$ cat config.mk
export PLATFORM = sky130hd
export DESIGN_NAME = key_onehot_capture
export DESIGN_NICKNAME = d
export VERILOG_FILES = /design/src/rtl/key_onehot_capture.sv
export SDC_FILE = /design/constraint.sdc
export NUM_CORES = 1
export LEC_CHECK = 0
export CAP_MARGIN = 10
export CORE_MARGIN = 1.5
export CORE_UTILIZATION = 35
export DETAILED_ROUTE_END_ITERATION = 7
export PLACE_DENSITY = 0.5
export SLEW_MARGIN = 20
export SYNTH_ARGS = -nofsm -noshare
export SYNTH_HDL_FRONTEND = slang
export SYNTH_SLANG_ARGS = --single-unit
$ cat constraint.sdc
create_clock -name clk -period 3.29 [get_ports clk]
set_clock_uncertainty 0.05 [all_clocks]
set_input_delay 0.8225 -clock clk [delete_from_list [all_inputs] [get_ports clk]]
set_output_delay 0.8225 -clock clk [all_outputs]
set_load 0.1 [all_outputs]
$ cat src/rtl/key_onehot_capture.sv
// Key front end: 2-FF sync, per-key debounce, press latching, one-hot issue with valid/ready.
// Define KEY_RR_ARB_EN for round-robin selection among pending keys; default is lowest-index priority.
module key_onehot_capture #(
  parameter int DEBOUNCE_CYCLES = 16
) (
  input  logic       clk,
  input  logic       rst,
  input  logic [7:0] keys,
  output logic [7:0] onehot_out,
  output logic       onehot_valid,
  input  logic       onehot_ready,
  output logic [7:0] pending,
  output logic       dropped
);

  localparam int CNT_W = $clog2(DEBOUNCE_CYCLES);
  localparam logic [CNT_W-1:0] CNT_MAX = CNT_W'(DEBOUNCE_CYCLES - 1);

  localparam logic [0:0] IDLE = 1'b0;
  localparam logic [0:0] HOLD = 1'b1;

  logic [7:0]       r_sync_p0;
  logic [7:0]       r_sync_p1;
  logic [7:0]       r_st_p2;
  logic [7:0]       r_st_d_p3;
  logic [CNT_W-1:0] r_cnt [8];

  logic [7:0] r_pending;
  logic       r_dropped;
  logic [0:0] r_state;
  logic [7:0] r_out;
  logic       r_valid;

  logic [7:0] w_press;
  logic [7:0] w_clear;
  logic       w_hs;
  logic [7:0] w_grant;

  // Sync (p0, p1) -> debounced level (p2) -> delayed level for edge detect (p3)
  always_ff @(posedge clk) begin
    if (rst) begin
      r_sync_p0 <= '0;
      r_sync_p1 <= '0;
      r_st_p2   <= '0;
      r_st_d_p3 <= '0;
      for (int i = 0; i < 8; i++) r_cnt[i] <= '0;
    end else begin
      r_sync_p0 <= keys;
      r_sync_p1 <= r_sync_p0;
      r_st_d_p3 <= r_st_p2;
      for (int i = 0; i < 8; i++) begin
        if (r_sync_p1[i] == r_st_p2[i]) begin
          r_cnt[i] <= '0;
        end else if (r_cnt[i] == CNT_MAX) begin
          r_st_p2[i] <= r_sync_p1[i];
          r_cnt[i]   <= '0;
        end else begin
          r_cnt[i] <= r_cnt[i] + 1'b1;
        end
      end
    end
  end

  assign w_press = r_st_p2 & ~r_st_d_p3;
  assign w_hs    = (r_state == HOLD) && onehot_ready;
  assign w_clear = w_hs ? r_out : 8'h00;

  // Pending bitmap: a press in the same cycle as the clear wins
  always_ff @(posedge clk) begin
    if (rst) begin
      r_pending <= '0;
      r_dropped <= 1'b0;
    end else begin
      r_pending <= (r_pending & ~w_clear) | w_press;
      r_dropped <= |(w_press & r_pending & ~w_clear);
    end
  end

`ifdef KEY_RR_ARB_EN
  logic [2:0] r_ptr;
  logic       w_found;

  function automatic logic [2:0] f_enc(input logic [7:0] v);
    logic [2:0] idx;
    idx = 3'd0;
    for (int k = 0; k < 8; k++) begin
      if (v[k]) idx = 3'(k);
    end
    return idx;
  endfunction

  always_comb begin
    w_grant = 8'h00;
    w_found = 1'b0;
    for (int k = 0; k < 8; k++) begin
      if (!w_found && r_pending[r_ptr + 3'(k)]) begin
        w_grant[r_ptr + 3'(k)] = 1'b1;
        w_found                = 1'b1;
      end
    end
  end

  always_ff @(posedge clk) begin
    if (rst) r_ptr <= 3'd0;
    else if (w_hs) r_ptr <= f_enc(r_out) + 3'd1;
  end
`else
  // Isolate the lowest set bit
  assign w_grant = r_pending & (~r_pending + 8'd1);
`endif

  // Output stage: registered one-hot word, one IDLE cycle between grants
  always_ff @(posedge clk) begin
    if (rst) begin
      r_state <= IDLE;
      r_out   <= 8'h00;
      r_valid <= 1'b0;
    end else begin
      case (r_state)
        IDLE: begin
          if (r_pending != 8'h00) begin
            r_out   <= w_grant;
            r_valid <= 1'b1;
            r_state <= HOLD;
          end
        end
        default: begin
          if (onehot_ready) begin
            r_out   <= 8'h00;
            r_valid <= 1'b0;
            r_state <= IDLE;
          end
        end
      endcase
    end
  end

  assign onehot_out   = r_out;
  assign onehot_valid = r_valid;
  assign pending      = r_pending;
  assign dropped      = r_dropped;

endmodule

==> impl_metrics.env, run 1 <==
export IMPL_crit_chain="buf_4"
export IMPL_clkTransAtPathRegs_ps=80
export IMPL_wl_per_cell_um=11.2
export IMPL_rsz0062_at_grt="no"
export IMPL_seqCellArea_um2=1980
export IMPL_synthArstFlopShare=0
export IMPL_grt_max_degree=22
export IMPL_synth_edf_count=32
export IMPL_crit_fanout=9
export IMPL_critPathCaptureType="primary output"
export IMPL_relSlewSlack=0.666
export IMPL_finalNetCount=389
export IMPL_cts_buffers=9
export IMPL_remaining_drc_errors=0
export IMPL_status="complete, no violations"
export IMPL_worstPathArrival_ps=1250
export IMPL_cts_tree="yes"
export IMPL_p_leak_nw=1.60
export IMPL_cap_violations=0
export IMPL_vias_per_cell=4.31
export IMPL_critPathTopFamily="flip-flops"
export IMPL_fillCellCount=932
export IMPL_period_minus_slack_ps=2130
export IMPL_tightest_slew_ps=501
export IMPL_fin_hold_ws_ps=385
export IMPL_syn_area_per_cell_um2=11.1
export IMPL_cts_hold_buf=0
export IMPL_coreArea_um2=9280
export IMPL_multiInputGateArea_um2=1410
export IMPL_dieWidth_um=101
export IMPL_gr_total_overflow=0
export IMPL_dp_hpwl_um=4020
export IMPL_antenna_found_initial=0
export IMPL_cp_required_ps=2420
export IMPL_synth_ff_type="dfxtp_1"
export IMPL_crit_slowest_cell="dfxtp_1"
export IMPL_holdCritPathClass="reg2reg"
export IMPL_gp_congestion=0.788
export IMPL_post_cts_resized=0
export IMPL_rows=35
export IMPL_ios=29
export IMPL_initial_core_util=0.363
export IMPL_grtUsageTotal=0.126
export IMPL_drt_initial_drc_count=100
export IMPL_grt_pass1_wl_um=9740
export IMPL_root_buffer="clkbuf_8"
export IMPL_hold_viol_final=0
export IMPL_finalSetupTns_ps=0
export IMPL_cts_sinks=83
export IMPL_start_kind="flip-flop"
export IMPL_die_height_um=101
export IMPL_io_buffer_count=28
export IMPL_worst_path_buf_inv=1
export IMPL_ys_types=34
export IMPL_cts_setup_buffers=0
export IMPL_drt_pass1_iter_count=4
export IMPL_yosysTopAreaCell="dfxtp_1"
export IMPL_insertedDiodeCount=0
export IMPL_yosys_warnings=0
export IMPL_drive_above_1_share=0.107
export IMPL_areaGrowthSynthToFinish_pct=19.6
export IMPL_crit_type="reg2out"
export IMPL_ys_seq_area_frac=0.588
export IMPL_finalCritPeriodShare=0.646
export IMPL_peakVddDrop_v=0.000204
export IMPL_clk_path_buf_depth=2
export IMPL_fmax_mhz=470
export IMPL_synthDominantCellAreaShare=0.303
export IMPL_finalMaxSlewViolations=0
export IMPL_clkLatencyLatePin_ps=340
export IMPL_ys_ff_latch=83
export IMPL_synth_area_leaders="dfxtp_1 (30%), edfxtp_1 (29%), nor2_1 (6.2%)"
export IMPL_synth_cell_area_um2=3370
export IMPL_synth_cells=305
export IMPL_setup_viol=0
export IMPL_die_area_um2=10200
export IMPL_slowest_delay_ps=540
export IMPL_power_density_nw_per_um2=467
export IMPL_wl_um=5660
export IMPL_drtAntennaViolNets=0
export IMPL_h_tree_depth=3
export IMPL_grt_pass1_vias=2022
export IMPL_via_count=2170
-- where the power goes --
group / internal (mW) / leakage (nW) / total [mW] / switching, mW
sequential: 1.09 / 0.744 / 1.11 / 0.0171
combinational: 0.0410 / 0.763 / 0.0890 / 0.0480
clock: 0.343 / 0.0898 / 0.684 / 0.341
total: 1.48 / 1.60 / 1.88 / 0.406
-- final timing paths --
kind                            depth (start not counted)  slack, ps         start           end
worst min-delay path                                    1        390  r_sync_p0[6]  r_sync_p1[6]
worst max-delay path                                    1       1160    pending[4]    pending[4]
worst min register to register                          1        390  r_sync_p0[6]  r_sync_p1[6]
worst max register to register                          4       1670  r_cnt[1][12]  r_cnt[1][15]
-- synthesized netlist by cell type, types with 2 or more instances --
master and count:
or4_4 2, nor2_1 56, nor2b_1 30, ha_1 8
a22o_1 2, clkbuf_1 3, and3_1 9, dfxtp_1 51
mux2i_1 8, inv_1 12, nand2_1 4, a31oi_1 3
nand3_1 17, nand2b_1 5, xnor2_1 15, buf_2 3
edfxtp_1 32, buf_6 2, xor2_1 9, or3_1 7
a32o_1 4, a21oi_1 10, nor4_2 2
-- placed cells by master (no fill, tap or decap), types with 5 or more instances in the layout --
cell              n
a21oi_1          10
and3_1            9
buf_4            21
clkbuf_8          9
clkdlybuf4s50_1   9
conb_1           32
dfxtp_1          51
edfxtp_1         32
ha_1              8
inv_1            12
mux2i_1           8
nand2b_1          5
nand3_1          17
nor2_1           56
nor2b_1          30
or3_1             7
xnor2_1          15
xor2_1            9
-- per-layer routing --
| metal | global-route usage | up-vias | part of all wire |
|---|---|---|---|
| met4 | 0.0769 | 0 | 0.027 |
| met2 | 0.178 | 32 | 0.41 |
| met1 | 0.168 | 978 | 0.52 |
| met3 | 0.0407 | 10 | 0.046 |
| li1 | - | 1150 | - |
| met5 | 0 | - | 0 |
-- flip-flops by register name, summed over array words and instances (netlist names) --
name	cells
r_cnt	32
onehot_out	8
pending	8
r_st_d_p3	8
r_st_p2	8
r_sync_p0	8
r_sync_p1	8
dropped	1
onehot_valid	1
r_state	1
-- logic make-up (layout without fill, tap and decap cells) --
family / count (synthesis) / in the layout / synth area share
adder cells (fa/ha/maj): 8 / 8 / 0.0297
XOR/XNOR: 24 / 24 / 0.0624
multiplexers: 8 / 8 / 0.0238
buffers and inverters: 20 / 59 / 0.0278
other: 1 / 32 / 0.00111
flip-flops: 83 / 83 / 0.588
AO/OA/AOI/OAI: 27 / 27 / 0.0616
AND/OR/NAND/NOR: 134 / 134 / 0.206
-- stage by stage --
step           utilization  instances  worst slack, ps  power (mW)  cell area (um2)
3_5_place_dp         0.415        488              953        1.22             3850
2_1_floorplan            -        336             1380        1.20             3490
4_1_cts              0.434        504             1140        1.92             4030
6_report             0.434        504             1160        1.88             4030
5_1_grt              0.434        504             1090        1.98             4030
3_3_place_gp         0.415        488              978        1.22             3850
-- area by class of cell --
type                            instances  area share
Clock buffer                           11      0.0326
Clock inverter                          5      0.0115
Inverter                               12      0.0112
Multi-Input combinational cell        233       0.350
Sequential cell                        83       0.492
Tap cell                              129      0.0400
Timing Repair Buffer                   31      0.0627
Note: power is estimated with default switching activity, not from simulation.
==> run 2: changes to the inputs <==
==> constraint.sdc (replaced) <==
create_clock -name clk -period 2.2 [get_ports clk]
set_clock_uncertainty 0.05 [all_clocks]
set_input_delay 0.55 -clock clk [delete_from_list [all_inputs] [get_ports clk]]
set_output_delay 0.55 -clock clk [all_outputs]
set_load 0.1 [all_outputs]
==> run 2 against run 1 <==
  * Hold slack improved by 3.2 ps
  * Clock power rose by 73%
  * Global-route usage fell by 0.37 points
  * Core utilization rose by 1.5 points
  * Sequential share of layout area fell by 1.7 points
  * Via count rose by 0.92%
  * Power rose by 58%
  * Highest routed layer unchanged
  * Combinational power rose by 53%
  * Critical path depth did not move
  * Largest power group unchanged
  * Non-clock buffer count fell by 1
  * Count of clock-buffer cells in the layout fell by 2
==> impl_metrics.env, run 2 (synthesis gave the netlist of run 1 again) <==
export IMPL_cts_tree="yes"
export IMPL_h_tree_depth=3
export IMPL_r2r_start="r_cnt[1][12]"
export IMPL_hp_start="r_sync_p0[3]"
export IMPL_coreArea_um2=9280
export IMPL_dp_hpwl_um=4110
export IMPL_relSlewSlack=0.670
export IMPL_cts_sinks=83
export IMPL_rsz0062_at_grt="no"
export IMPL_insertedDiodeCount=0
export IMPL_crit_chain="buf_12"
export IMPL_final_common_cell="nor2_1"
export IMPL_reg2reg_depth=4
export IMPL_cp_required_ps=1600
export IMPL_grtUsageTotal=0.122
export IMPL_antenna_found_initial=0
export IMPL_seqCellArea_um2=1980
export IMPL_root_buffer="clkbuf_8"
export IMPL_multiInputGateArea_um2=1410
export IMPL_holdPathEnd="r_sync_p1[3]"
export IMPL_ios=29
export IMPL_gr_total_overflow=0
export IMPL_cap_violations=0
export IMPL_clk_path_buf_depth=2
export IMPL_rows=35
export IMPL_grt_pass1_wl_um=9640
export IMPL_vias_per_cell=4.35
export IMPL_critPathTopFamily="flip-flops"
export IMPL_p_leak_nw=1.64
export IMPL_drt_pass1_iter_count=6
export IMPL_cts_hold_buf=0
export IMPL_cts_setup_buffers=0
export IMPL_whs_path_depth=1
export IMPL_drt_initial_drc_count=93
export IMPL_tightest_slew_ps=490
export IMPL_fillCellCount=948
export IMPL_finalMaxSlewViolations=0
export IMPL_worst_path_buf_inv=1
export IMPL_hold_viol_final=0
export IMPL_fmax_mhz=577
export IMPL_post_cts_resized=0
export IMPL_clkLatencyLatePin_ps=340
export IMPL_gp_congestion=0.746
export IMPL_largest_register_ffs=32
export IMPL_remaining_drc_errors=0
export IMPL_finalCritPeriodShare=0.788
export IMPL_slowest_delay_ps=570
export IMPL_peakVddDrop_v=0.000354
export IMPL_setup_viol=0
export IMPL_status="complete, no violations"
export IMPL_grt_pass1_vias=2027
export IMPL_wl_um=5720
export IMPL_worstPathArrival_ps=1130
export IMPL_finalNetCount=388
export IMPL_dieWidth_um=101
export IMPL_initial_core_util=0.363
export IMPL_crit_start="pending[4]"
export IMPL_grt_max_degree=40
export IMPL_crit_type="reg2out"
export IMPL_crit_slowest_cell="dfxtp_1"
export IMPL_start_kind="flip-flop"
export IMPL_drive_above_1_share=0.118
export IMPL_wl_per_cell_um=11.4
export IMPL_areaGrowthSynthToFinish_pct=23.8
export IMPL_finalCoreUtilization=0.450
export IMPL_io_buffer_count=28
export IMPL_top_register="r_cnt"
export IMPL_die_height_um=101
export IMPL_finalSetupTns_ps=0
export IMPL_drtAntennaViolNets=0
export IMPL_critPathCaptureType="primary output"
export IMPL_rrSetupSlack_ps=590
export IMPL_final_cell_mix="nor2_1 (56), dfxtp_1 (51), edfxtp_1 (32), conb_1 (32), nor2b_1 (30)"
export IMPL_clkTransAtPathRegs_ps=80
export IMPL_power_density_nw_per_um2=713
export IMPL_crit_fanout=9
export IMPL_period_minus_slack_ps=1730
export IMPL_reg2reg_to="r_cnt[1][14]"
export IMPL_holdCritPathClass="reg2reg"
export IMPL_cts_buffers=9
export IMPL_die_area_um2=10200
export IMPL_via_count=2190
==> run 2: changes by cell type in the layout (fill, tap and decap cells not counted) <==
cell	change
clkinv_1	-3
clkbuf_1	-2
clkinv_2	+2
buf_4	-10
clkinv_4	+2
buf_12	+9
bufinv_16	+1
==> run 2: metrics by stage <==
stage | area [um2] | total power, mW | hold slack, ps | setup slack, ps | cells
floorplan | 3490 | 1.79 | 364 | 305 | 336
global placement | 3960 | 1.83 | 367 | 177 | 487
detailed placement | 3960 | 1.83 | 373 | 122 | 487
CTS | 4170 | 3.02 | 392 | 427 | 503
global route | 4170 | 3.10 | 409 | 391 | 503
finish | 4170 | 2.98 | 388 | 466 | 503
==> run 2: worst max path at each step <==
stage                    endpoint  slack [ps]  cells after the start
floorplan           onehot_out[1]         310                      4
global placement          dropped         180                      5
detailed placement        dropped         120                      5
CTS                    pending[4]         430                      1
global route              dropped         390                      5
finish                 pending[4]         470                      1
==> run 2: worst reg2reg max path, cell delays in order (launching register included) <==
cell and delay (ps):
edfxtp_1 420, ha_1 240, and3_1 210, or3_1 420, nor2_1 130
==> run 2: final cells by class <==
cell class              count  share of cell area
multi-input cells         233               0.338
clock buffers               9              0.0297
repair buffers             30              0.0857
flip-flops and latches     83               0.475
clock inverters             7              0.0222
inverters                  12              0.0108
well taps                 129              0.0387
==> run 2: per-layer routing <==
metal  vias up  track usage  routed length (um)
li1       1142            -                   -
met1      1006        0.164                2840
met2        38        0.183                2570
met3         4       0.0331                 255
met4         0       0.0609                  55
met5         -            0                   0
==> run 2: power by group <==
group	internal [mW]	switching, mW	leakage [nW]	total (mW)
sequential	1.64	0.0263	0.744	1.66
combinational	0.0635	0.0725	0.784	0.136
clock	0.637	0.543	0.113	1.18
total	2.34	0.642	1.64	2.98
==> RTL change 1: new RTL, config.mk and constraints of run 1 <==
The option `KEY_RR_ARB_EN` is turned on by a define.
--- a/src/rtl/key_onehot_capture.sv
+++ b/src/rtl/key_onehot_capture.sv
@@ -1,4 +1,6 @@
 // Key front end: 2-FF sync, per-key debounce, press latching, one-hot issue with valid/ready.
 // Define KEY_RR_ARB_EN for round-robin selection among pending keys; default is lowest-index priority.
+`define KEY_RR_ARB_EN
+
 module key_onehot_capture #(
   parameter int DEBOUNCE_CYCLES = 16
Function: same outputs for any inputs over 10 cycles, from zero or initial values and one cycle with rst high; that may be too few to reach the edited logic, so the function may still have changed.
==> RTL change 1 against run 1 <==
  * Wire length grew 75%
  * Worst setup slack got worse by 0.82 ns
  * Final area grew 34%
  * Synthesized area rose by 35%
  * Synthesized cell count grew 46%
  * First-iteration DRC count up 120%
  * Total power increased by 19%
  * Sequential cell count increased by 3
  * Critical endpoint is now onehot_out[4]
==> RTL change 1: results (changes against run 1) <==
stage,metric,value,unit,change
power,Worst VDD drop,0.382,mV,was 0.204 mV
power,leakage power,0.00203,uW,was 0.00160 uW
setup_path,crit path DAT,3.12,ns,was 1.25 ns
logic_synthesis,Synth Area in Compound Gates,0.0988,,was 0.0616
setup_path,Crit Path Max Fanout,14,,was 9
clock_tree,clk root buf,clkbuf_16,,was clkbuf_8
detailed_routing,wire per inst,14.4,um,was 11.2 um
setup_path,Setup crit end,onehot_out[4],,was pending[4]
detailed_routing,routed length on met2,4.53,mm,was 2.32 mm
logic_synthesis,Netlist cell types,58,,was 34
power,register share of total power,0.513,,was 0.590
global_route,maximum number of pins on one net before global-route repair,31,,was 22
clock_tree,Worst-path clk slew,0.06,ns,was 0.08 ns
detailed_routing,drt first-iter violations,216,,was 100
finish,Nets,534,,was 389
global_route,Total GRT Usage,0.157,,was 0.126
setup_path,CP peak stage delay,0.58,ns,was 0.54 ns
logic_synthesis,xor/xnor cell area share of the yosys netlist,0.0538,,was 0.0624
finish,register bank with the most flops,r_cnt,,unchanged
global_route,first-pass GRT wire length,16.2,mm,was 9.74 mm
detailed_routing,routed length on met3,507,um,was 262 um
global_route,vias in the first global route,3275,,was 2022
detailed_routing,Met1 Routed Length,4.62,mm,was 2.93 mm
timing,slew of the pin with the lowest slew margin,0.544,ns,was 0.501 ns
finish,FILL cells,1250,,was 932
hold_path,sink of the worst hold path,r_sync_p1[0],,was r_sync_p1[6]
setup_path,R2R Path Start,r_ptr[1],,was r_cnt[1][12]
global_route,M2 GR Usage,0.251,,was 0.178
power,Sw Share,0.206,,was 0.216
setup_path,worst reg-to-reg setup slack,0.34,ns,was 1.67 ns
setup_path,Crit-path slowest cell,mux4_1,,was dfxtp_1
logic_synthesis,synth cell count leaders,"nor2_1, dfxtp_1, nand2_1",,"was nor2_1, dfxtp_1, edfxtp_1"
logic_synthesis,ranking of synthesized cells by area,"dfxtp_1, edfxtp_1, mux4_2",,"was dfxtp_1, edfxtp_1, nor2_1"
hold_path,hold path startpoint,r_sync_p0[0],,was r_sync_p0[6]
global_route,grt met1 use,0.199,,was 0.168
setup_path,Crit path max-delay family,compound AO/OA/AOI/OAI gates,,was flip-flops
run_status,status,finished clean,,unchanged
global_route,global-route met3 utilization,0.0448,,was 0.0407
finish,share of cells above drive strength 1,0.119,,was 0.107
logic_synthesis,mux contribution to synthesized area,0.117,,was 0.0238
[RTL change 1: cell types whose count changed in the layout (fill, tap and decap cells not counted), moves of 6 or more]
cell / delta
nand2_1: +31
mux4_2: +10
clkbuf_16: +9
mux2i_1: +9
nor3_1: +9
clkbuf_8: -8
buf_4: +7
a21oi_1: +6
ha_1: +6
o21ai_0: +6
[RTL change 1: per-stage QoR]
stage	cell area [um2]	cells	setup WS, ns	utilization	hold WS [ns]
4_1_cts	5400	684	0.256	0.426	0.388
6_report	5400	684	0.343	0.426	0.382
3_5_place_dp	5100	669	0.276	0.403	0.376
3_3_place_gp	5100	669	0.342	0.403	0.372
5_1_grt	5400	684	0.0746	0.426	0.409
2_1_floorplan	4680	476	0.118	-	0.364
[RTL change 1: layout make-up]
class | instances | area share
Multi-Input combinational cell | 356 | 0.459
Timing Repair Buffer | 38 | 0.0565
Inverter | 17 | 0.0118
Clock inverter | 3 | 0.00857
Tap cell | 172 | 0.0399
Clock buffer | 12 | 0.0456
Sequential cell | 86 | 0.378
==> RTL change 2: new RTL, config.mk and constraints of run 1 <==
Without the edit above. `r_pending` no longer has a reset.
--- a/src/rtl/key_onehot_capture.sv
+++ b/src/rtl/key_onehot_capture.sv
@@ -69,10 +69,12 @@
   always_ff @(posedge clk) begin
     if (rst) begin
-      r_pending <= '0;
       r_dropped <= 1'b0;
     end else begin
-      r_pending <= (r_pending & ~w_clear) | w_press;
       r_dropped <= |(w_press & r_pending & ~w_clear);
     end
+  end
+
+  always_ff @(posedge clk) begin
+    r_pending <= (r_pending & ~w_clear) | w_press;
   end
 
Function: same outputs for any inputs over 10 cycles, from zero or initial values and one cycle with rst high; that may be too few to reach the edited logic, so the function may still have changed.
==> RTL change 2 against run 1 <==
  * Wire length is 6.5% higher
  * Utilization up 0.067 points
  * Final cell count up 2.4%
  * Sequential cell count is the same
  * Global-route usage up 0.50 points
  * Critical path type unchanged
  * Final area rose by 0.16%
  * Worst setup slack got worse by 0.017 ns
  * Highest routed layer unchanged
  * Synthesized area down 0.19%
  * Die area down 0.18%
  * Critical endpoint is now pending[3]
Power is not compared: it rests on default switching activity, and its combinational part moved more than twofold at a synthesized area within 25%.
==> RTL change 2: results (changes against run 1) <==
stage,metric,value,unit,change
run_status,status,finished clean,,unchanged
detailed_routing,routed length on met2,2.60,mm,was 2.32 mm
setup_path,R2R Path Start,pending[3],,was r_cnt[1][12]
detailed_routing,drt first-iter violations,46,,was 100
placed_design,gpl congestion,0.747,,was 0.788
setup_path,Crit path max-delay family,flip-flops,,unchanged
detailed_routing,wire per inst,11.7,um,was 11.2 um
detailed_routing,DRT Pass-1 Iters,4,,unchanged
logic_synthesis,yosys warns,0,,unchanged
global_route,Total GRT Usage,0.131,,was 0.126
clock_tree,Max Root-Sink Buffers,2,,unchanged
hold_path,sink of the worst hold path,pending[3],,was r_sync_p1[6]
clock_tree,post-CTS sizing,0,,unchanged
setup_path,Crit Path Max Fanout,8,,was 9
finish,register bank with the most flops,r_cnt,,unchanged
global_route,first-pass GRT wire length,10.2,mm,was 9.74 mm
timing,relative slew slack,0.487,,was 0.666
placed_design,input/output buffers,28,,unchanged
finish,max FFs per register,32,,unchanged
timing,period utilisation layout,0.651,,was 0.646
hold_path,hold path startpoint,r_st_d_p3[3],,was r_sync_p0[6]
detailed_routing,routed length on met3,245,um,was 262 um
setup_path,worst reg-to-reg setup slack,1.55,ns,was 1.67 ns
setup_path,CP peak stage delay,0.56,ns,was 0.54 ns
setup_path,R2R depth,4,,unchanged
setup_path,crit path DAT,1.27,ns,was 1.25 ns
setup_path,Reg-to-Reg End,onehot_out[6],,was r_cnt[1][15]
detailed_routing,Met1 Routed Length,3.10,mm,was 2.93 mm
hold_path,worst hold path cell count,1,,unchanged
clock_tree,htree depth,3,,unchanged
finish,FILL cells,946,,was 932
finish,n_diodes,0,,unchanged
finish,Nets,401,,was 389
finish,share of cells above drive strength 1,0.101,,was 0.107
clock_tree,Worst-path clk slew,0.08,ns,about the same
logic_synthesis,Netlist cell types,39,,was 34
detailed_routing,vias per inst,4.35,,was 4.31
power,leakage power,0.00163,uW,
detailed_routing,Top Metal Used,met4,,unchanged
logic_synthesis,"Top FF cell, synth",dfxtp_1,,unchanged
logic_synthesis,"Seq/Total Area, Yosys",0.589,,was 0.588
setup_path,Crit-path slowest cell,dfxtp_1,,unchanged
global_route,vias in the first global route,2149,,was 2022
logic_synthesis,async set or reset register ratio after synthesis,0,,unchanged
global_route,maximum number of pins on one net before global-route repair,45,,was 22
hold_path,worst min-delay path class,reg2reg,,unchanged
logic_synthesis,ranking of synthesized cells by area,"dfxtp_1, edfxtp_1, nor2_1",,unchanged
placed_design,post-detail-place hpwl,4.27,mm,was 4.02 mm
clock_tree,clk root buf,clkbuf_8,,unchanged
logic_synthesis,synth cell count leaders,"nor2_1, dfxtp_1, edfxtp_1",,unchanged
clock_tree,cts bufs inserted,9,,unchanged
RTL change 2: changes by cell type in the layout (fill, tap and decap cells not counted), sizes merged, moves of 3 or more:
| cell | run 1 | this run |
|---|---|---|
| a32o | 4 | 1 |
| mux2i | 8 | 2 |
| nand2 | 4 | 17 |
| and3 | 9 | 6 |
| nand4b | 0 | 3 |
| o21ai | 2 | 10 |
| inv | 12 | 19 |
| nor2b | 30 | 18 |
| nor3 | 0 | 3 |
| a31oi | 3 | 0 |
| nor2 | 56 | 60 |
RTL change 2: per-layer routing:
metal  up-vias  track usage
met5         -            0
met4         0       0.0577
met3         8       0.0395
met2        29        0.192
met1      1027        0.179
li1       1180            -
RTL change 2: area by class of cell:
| cell class | count | share of cell area |
|---|---|---|
| multi-input cells | 240 | 0.344 |
| flip-flops and latches | 83 | 0.491 |
| clock buffers | 11 | 0.0350 |
| repair buffers | 29 | 0.0589 |
| clock inverters | 5 | 0.0130 |
| well taps | 129 | 0.0400 |
| inverters | 19 | 0.0177 |
RTL change 2: worst max path at each step:
stage	from	endpoint	slack (ns)	cells after the start
2_1_floorplan	pending[3]	onehot_out[0]	1.22	4
5_1_grt	pending[3]	pending[3]	1.09	1
6_report	pending[3]	pending[3]	1.15	1
3_3_place_gp	onehot_ready	dropped	0.95	5
3_5_place_dp	onehot_ready	dropped	0.90	5
4_1_cts	pending[3]	pending[3]	1.12	1
RTL change 2: logic make-up (layout without fill, tap and decap cells):
logic type	after synthesis	count (layout)	share of synthesized area
AO/OA/AOI/OAI	32	32	0.0621
AND/OR/NAND/NOR	142	142	0.217
flip-flops	83	83	0.589
other	1	32	0.00111
XOR/XNOR	24	24	0.0625
adder cells (fa/ha/maj)	8	8	0.0298
multiplexers	2	2	0.00595
buffers and inverters	27	64	0.0324
RTL change 2: stage by stage:
stage / instance area, um2 / hold WS, ns / std cells / setup slack [ns]
6_report: 4040 / 0.371 / 516 / 1.15
3_5_place_dp: 3840 / 0.368 / 500 / 0.901
3_3_place_gp: 3840 / 0.364 / 500 / 0.950
5_1_grt: 4040 / 0.403 / 516 / 1.09
4_1_cts: 4040 / 0.373 / 516 / 1.12
2_1_floorplan: 3480 / 0.352 / 350 / 1.22
RTL change 2: power groups by stage:
stage	logic, uW	clock network (uW)	registers (uW)
after detailed placement	447	0	1230
final	444	721	1200
after global placement	446	0	1230
after floorplan	129	0	1450
after CTS	447	752	1200
after global routing	471	795	1220
